`src/rtl/div_dispatch.sv`:
```
// div_dispatch
//
// Buffers {dividend, divisor} pairs in a small circular FIFO and feeds them
// one at a time to an external multi-cycle divider. Only one division is
// ever outstanding. A new pair is issued only after the previous result has
// been accepted on the result handshake.
//
// Optional build macro: DIV_DISPATCH_ZERO_TRAP_EN
//   When defined, a head entry with divisor 0 is not sent to the divider.
//   The block produces the result {q=8'hFF, r=x} itself and raises div_err
//   until that result is accepted. When undefined, divisor 0 is issued like
//   any other value and div_err is constant 0.
//
// Ports
//   clk, reset          single clock; synchronous active-high reset
//   wr_en, din_x, din_y push one operand pair (dropped while full)
//   full, empty         operand-FIFO status
//   x, y                registered operands to the divider
//   start               one-cycle divider start pulse
//   done, quotient,
//   remainder           divider completion and results
//   res_valid, res_ready,
//   res_q, res_r        result handshake
//   busy                FSM not idle
//   div_err             divide-by-zero flag (trap build only)
//   state_dbg           current FSM state, for debug and checkers
//
// Result handshake: a result transfers on a rising edge where res_valid=1
// and res_ready=1. Once res_valid rises, res_valid, res_q and res_r stay
// stable until that transfer. res_valid never depends on res_ready.

module div_dispatch #(
    parameter int DEPTH_LOG2 = 2
) (
    input  logic       clk,
    input  logic       reset,
    input  logic       wr_en,
    input  logic [7:0] din_x,
    input  logic [7:0] din_y,
    output logic       full,
    output logic       empty,
    output logic [7:0] x,
    output logic [7:0] y,
    output logic       start,
    input  logic       done,
    input  logic [7:0] quotient,
    input  logic [7:0] remainder,
    output logic       res_valid,
    input  logic       res_ready,
    output logic [7:0] res_q,
    output logic [7:0] res_r,
    output logic       busy,
    output logic       div_err,
    output logic [1:0] state_dbg
);

    localparam int DEPTH = 1 << DEPTH_LOG2;
    localparam logic [DEPTH_LOG2:0] DEPTH_CNT = (DEPTH_LOG2 + 1)'(DEPTH);

    typedef enum logic [1:0] {
        IDLE  = 2'd0,
        ISSUE = 2'd1,
        WAIT  = 2'd2,
        HOLD  = 2'd3
    } state_t;

    state_t state_q, state_d;

    // ---------------- operand FIFO ----------------
    logic [15:0]           mem [DEPTH];
    logic [DEPTH_LOG2-1:0] wr_ptr, rd_ptr;
    logic [DEPTH_LOG2:0]   count;
    logic                  push, pop;

    assign full  = (count == DEPTH_CNT);
    assign empty = (count == '0);

    // The full test uses the pre-edge count, so a push while full is dropped
    // even if the head is popped on the same edge.
    assign push = wr_en && !full;

    always_ff @(posedge clk) begin
        if (reset) begin
            wr_ptr <= '0;
            rd_ptr <= '0;
            count  <= '0;
        end else begin
            if (push) wr_ptr <= wr_ptr + 1'b1;
            if (pop)  rd_ptr <= rd_ptr + 1'b1;
            case ({push, pop})
                2'b10:   count <= count + 1'b1;
                2'b01:   count <= count - 1'b1;
                default: count <= count;
            endcase
        end
    end

    // Storage needs no reset; pointers define what is valid.
    always_ff @(posedge clk) begin
        if (push && !reset) mem[wr_ptr] <= {din_x, din_y};
    end

    // ---------------- zero-divisor trap ----------------
    logic zero_trap;
`ifdef DIV_DISPATCH_ZERO_TRAP_EN
    assign zero_trap = (y == 8'h00);
`else
    assign zero_trap = 1'b0;
`endif

    // ---------------- control FSM ----------------
    logic load_xy, cap_res, trap_res, accept;

    always_ff @(posedge clk) begin
        if (reset) state_q <= IDLE;
        else       state_q <= state_d;
    end

    // x/y are loaded on the edge into ISSUE, so they are already valid
    // while start is high. The head is popped on the edge leaving ISSUE.
    always_comb begin
        state_d  = state_q;
        load_xy  = 1'b0;
        pop      = 1'b0;
        start    = 1'b0;
        cap_res  = 1'b0;
        trap_res = 1'b0;
        accept   = 1'b0;
        case (state_q)
            IDLE: begin
                if (!empty) begin
                    load_xy = 1'b1;
                    state_d = ISSUE;
                end
            end
            ISSUE: begin
                pop = 1'b1;
                if (zero_trap) begin
                    trap_res = 1'b1;
                    state_d  = HOLD;
                end else begin
                    start   = 1'b1;
                    state_d = WAIT;
                end
            end
            WAIT: begin
                if (done) begin
                    cap_res = 1'b1;
                    state_d = HOLD;
                end
            end
            HOLD: begin
                if (res_valid && res_ready) begin
                    accept  = 1'b1;
                    state_d = IDLE;
                end
            end
            default: state_d = IDLE;
        endcase
    end

    assign busy      = (state_q != IDLE);
    assign state_dbg = state_q;

    // ---------------- datapath registers ----------------
    always_ff @(posedge clk) begin
        if (reset) begin
            x         <= 8'h00;
            y         <= 8'h00;
            res_q     <= 8'h00;
            res_r     <= 8'h00;
            res_valid <= 1'b0;
        end else begin
            if (load_xy) {x, y} <= mem[rd_ptr];
            if (cap_res) begin
                res_q     <= quotient;
                res_r     <= remainder;
                res_valid <= 1'b1;
            end
            if (trap_res) begin
                res_q     <= 8'hFF;
                res_r     <= x;
                res_valid <= 1'b1;
            end
            if (accept) res_valid <= 1'b0;
        end
    end

`ifdef DIV_DISPATCH_ZERO_TRAP_EN
    logic div_err_q;
    always_ff @(posedge clk) begin
        if (reset)         div_err_q <= 1'b0;
        else if (trap_res) div_err_q <= 1'b1;
        else if (accept)   div_err_q <= 1'b0;
    end
    assign div_err = div_err_q;
`else
    assign div_err = 1'b0;
`endif

endmodule

```
`config.mk`:
```
export PLATFORM = sky130hd
export DESIGN_NAME = div_dispatch
export DESIGN_NICKNAME = d
export VERILOG_FILES = /design/src/rtl/div_dispatch.sv
export SDC_FILE = /design/constraint.sdc
export NUM_CORES = 1
export LEC_CHECK = 0
export ABC_CLOCK_PERIOD_IN_PS = 6000
export CAP_MARGIN = 10
export CORE_UTILIZATION = 30
export CTS_CLUSTER_SIZE = 28
export DETAILED_ROUTE_END_ITERATION = 8
export GPL_TIMING_DRIVEN = 0
export SYNTH_ARGS = -nofsm -noshare
export SYNTH_HDL_FRONTEND = slang
export SYNTH_SLANG_ARGS = --single-unit
```
`constraint.sdc`:
```
create_clock -name clk -period 6 [get_ports clk]
set_clock_uncertainty 0.2 [all_clocks]
set_input_delay 1.2 -clock clk [delete_from_list [all_inputs] [get_ports clk]]
set_output_delay 1.2 -clock clk [all_outputs]
set_load 0.01 [all_outputs]
```
==> impl_metrics.toml <==
[floorplan]
core_um2 = 13200
die-height_um = 118
die_area_um2 = 14000
floorplan.initialDensity_pct = 30.7
row_count = 42
fp.dieW_um = 118
io-pin-count = 77

[placement]
numPlacedInstances = 516
hpwl_mm = 5.12
placement.setup.worst_slack_ns = 2.44
routabilityCongestion = 0.719
buffer_ports.inserted = 75

[routing]
drtAntennaViolNets = 0
drt_wl_total_mm = 7.71
route.vias.total = 2366
routedWlPerCell_um = 14.5
vias_per_std_cell = 4.45
detail_route.drc_violations = 0
drt_pass1_iterations = 4
drtIter0Drc = 63

[cells_and_area]
leading_cell_types_in_the_layout_fill_and_taps_excluded = "sky130_fd_sc_hd__clkdlybuf4s50_1, sky130_fd_sc_hd__edfxtp_1, sky130_fd_sc_hd__dfxtp_1, sky130_fd_sc_hd__nand2_1, sky130_fd_sc_hd__a21oi_1"
antenna_cells = 0
drive_gt1_share_pct = 10.1
syn2layout_area_growth_pct = 31.1
finish.net_count = 399
final-instance-count-excl-fill = 532
fill_cells = 1197
mostFrequentLayoutCell = "sky130_fd_sc_hd__clkdlybuf4s50_1"

[timing]
setup_violations = 0
setup_repair_after_global_routing_missed_its_margin = "no"
drv_slew = 0
post-route-min-period_ns = 3.27
slew_at_the_pin_closest_to_its_max_slew_limit_ns = 0.894
relSlewSlack_pct = 40.4
achievable-frequency_ghz = 0.306
timing.setup.tns_ns = 0
period_share_pct = 54.5
timing.hold.ws_ns = 0.255
post-route-worst-setup-slack_ns = 2.73
hold_violations = 0

[setup_path]
cp.arrival_ns = 1.87
setup.worst_path.end = "full"
setup.worst_path.class = "flip-flop to output port"
rr_startpoint = "count[2]"
startpoint = "count[2]"
worst_setup_path_start_kind = "flip-flop"
critical_path.max_fanout = 4
reg2reg_end = "count[2]"
timing.reg2reg.worst_path_depth = 8
timing.critical_path.required_ns = 4.60
timing.reg2reg.setup_slack_ns = 3.61
end_kind = "output port"

[global_route]
globalRouteOverflowTotal = 0
global_route_total_usage_across_every_layer_pct = 11.8
grt_antenna_before_repair = 0
grt_pass1_vias = 2429
pin_count_of_the_biggest_net_entering_global_routing = 19
global_route_wire_length_before_repair_mm = 12.3

[clocking]
worst_skew_pair.late_latency_ns = 0.35
cts_setup_buffers = 0
hold_buffers = 0
cts_sinks = 106
clockRootBuffer = "sky130_fd_sc_hd__clkbuf_16"
clock_pin_slew_on_the_worst_setup_and_hold_paths_ns = 0.07
cts_tree = "yes"
post_cts_resized = 0
cts.path.max_buffers = 2
numCtsBuffers = 9
clock_tree.htree_level_count = 3

[synth]
syn_area_per_cell_um2 = 15.3
synth.yosys.warnings = 0
synth.lib_cells_used.distinct = 33
synthMuxAreaShare_pct = 10.1
synth_sequential_area_ratio_pct = 68.3
synth_compound_gate_area_share_pct = 7.21
synth_top_family_by_area = "multiplexers"
synth_area_in_xor_xnor_pct = 0.866
syn_inst = 265
post_synth_and_or_nand_nor_area_fraction_pct = 6.53
synth_adder_area_share_pct = 3.59
synthesized_netlist_net_count = 313
synth_area_um2 = 4050
synth.ff_latch_count = 106

[power_and_ir_drop]
p_leak_nw = 1.82
power_density_nw_per_um2 = 399
post-layout-total-power_w = 0.00212
power.ir.vdd_worst_v = 0.000146

[min_path]
min_path_cells = 2
min_path_type = "flip-flop to flip-flop"

[outcome]
status = "finished, final reports clean"

[flow_run]
cap_violations = 0
==> logic make-up (layout without fill, tap and decap cells) <==
group / after synthesis / after routing
DFF: 106 / 106
and+or+nand+nor: 57 / 57
AOI/OAI and AO/OA: 43 / 43
buffers and inverters: 25 / 116
muxes: 18 / 18
adders and majority gates: 11 / 11
xor gates and xnor gates: 4 / 4
other: 1 / 1
==> per-stage QoR <==
stage / utilization [%] / area (µm²)
6_report: 40.2 / 5300
5_1_grt: 40.2 / 5300
4_1_cts: 40.2 / 5300
3_5_place_dp: 38.0 / 5020
3_3_place_gp: 38.0 / 5020
2_1_floorplan: - / 4050
==> cells in the mapped netlist <==
master                     instances  area, µm²
sky130_fd_sc_hd__mux2i_1           2       20.0
sky130_fd_sc_hd__conb_1            1       3.75
sky130_fd_sc_hd__nor3_1            1       5.00
sky130_fd_sc_hd__xnor2_1           1       8.76
sky130_fd_sc_hd__nor3_4            1       16.3
sky130_fd_sc_hd__o21ai_0           3       15.0
sky130_fd_sc_hd__or3_1             1       6.26
sky130_fd_sc_hd__fa_1              1       20.0
sky130_fd_sc_hd__buf_2             6       30.0
sky130_fd_sc_hd__nand2_1          36        135
sky130_fd_sc_hd__ha_1             10        125
sky130_fd_sc_hd__buf_4             2       15.0
sky130_fd_sc_hd__inv_1            11       41.3
sky130_fd_sc_hd__mux4_2            8        180
sky130_fd_sc_hd__nor2_1            6       22.5
sky130_fd_sc_hd__clkbuf_1          4       15.0
sky130_fd_sc_hd__xor2_1            3       26.3
sky130_fd_sc_hd__buf_6             1       11.3
sky130_fd_sc_hd__and2_1            5       31.3
sky130_fd_sc_hd__nor3_2            1       10.0
sky130_fd_sc_hd__mux4_1            8        210
sky130_fd_sc_hd__a222oi_1          1       10.0
sky130_fd_sc_hd__edfxtp_1         64       1920
sky130_fd_sc_hd__o21ba_1           1       10.0
sky130_fd_sc_hd__nand3_1           2       10.0
sky130_fd_sc_hd__a311oi_1          1       8.76
sky130_fd_sc_hd__or3b_1            1       8.76
sky130_fd_sc_hd__nand2b_1          3       18.8
sky130_fd_sc_hd__a22o_1           16        140
sky130_fd_sc_hd__o21bai_1          1       7.51
sky130_fd_sc_hd__buf_12            1       20.0
sky130_fd_sc_hd__a21oi_1          20        100
sky130_fd_sc_hd__dfxtp_1          42        841
==> metal layers <==
metal	up-vias	track usage (%)	share of wire, %
li1	1145	-	-
met1	1152	13.3	42
met2	60	20.2	50
met3	9	4.65	6.3
met4	0	4.09	1.4
met5	-	0	0
==> layout make-up <==
type | instances | area [µm²] | area share [%]
Clock buffer | 10 | 239 | 4.51
Clock inverter | 6 | 48.8 | 0.920
Inverter | 11 | 41.3 | 0.778
Sequential cell | 106 | 2760 | 52.1
Multi-Input combinational cell | 134 | 1150 | 21.7
Tap cell | 176 | 220 | 4.15
Timing Repair Buffer | 75 | 751 | 14.2
Buffer | 14 | 91.3 | 1.72
==> worst max-delay path: stages, from the launching register on <==
cell	delay, ns
sky130_fd_sc_hd__dfxtp_1	0.39
sky130_fd_sc_hd__or3b_1	0.43
sky130_fd_sc_hd__inv_1	0.14
sky130_fd_sc_hd__clkdlybuf4s50_1	0.57
==> where the power goes <==
| part | internal [W] | switching, W | leakage, nW |
|---|---|---|---|
| combinational | 0.000346 | 0.000276 | 0.763 |
| clock | 0.000297 | 0.000263 | 0.137 |
| sequential | 0.000876 | 0.0000571 | 0.923 |
==> state kept, by name (all words and copies together) (netlist names) <==
signal / count
res_q: 8
count: 3
x: 8
mem: 64
y: 8
res_r: 8
res_valid: 1
wr_ptr: 2
state_dbg: 2
rd_ptr: 2
==> how the worst min path moves through the flow <==
stage | start | endpoint | slack [ns]
after floorplan | res_q[0] | res_q[0] | 0.28
after global placement | res_r[0] | res_r[0] | 0.24
after detailed placement | res_q[4] | res_q[4] | 0.25
after CTS | res_q[4] | res_q[4] | 0.26
after global routing | res_q[0] | res_q[0] | 0.27
final | res_q[4] | res_q[4] | 0.26
No activity file was read; power rests on OpenSTA's default activity.
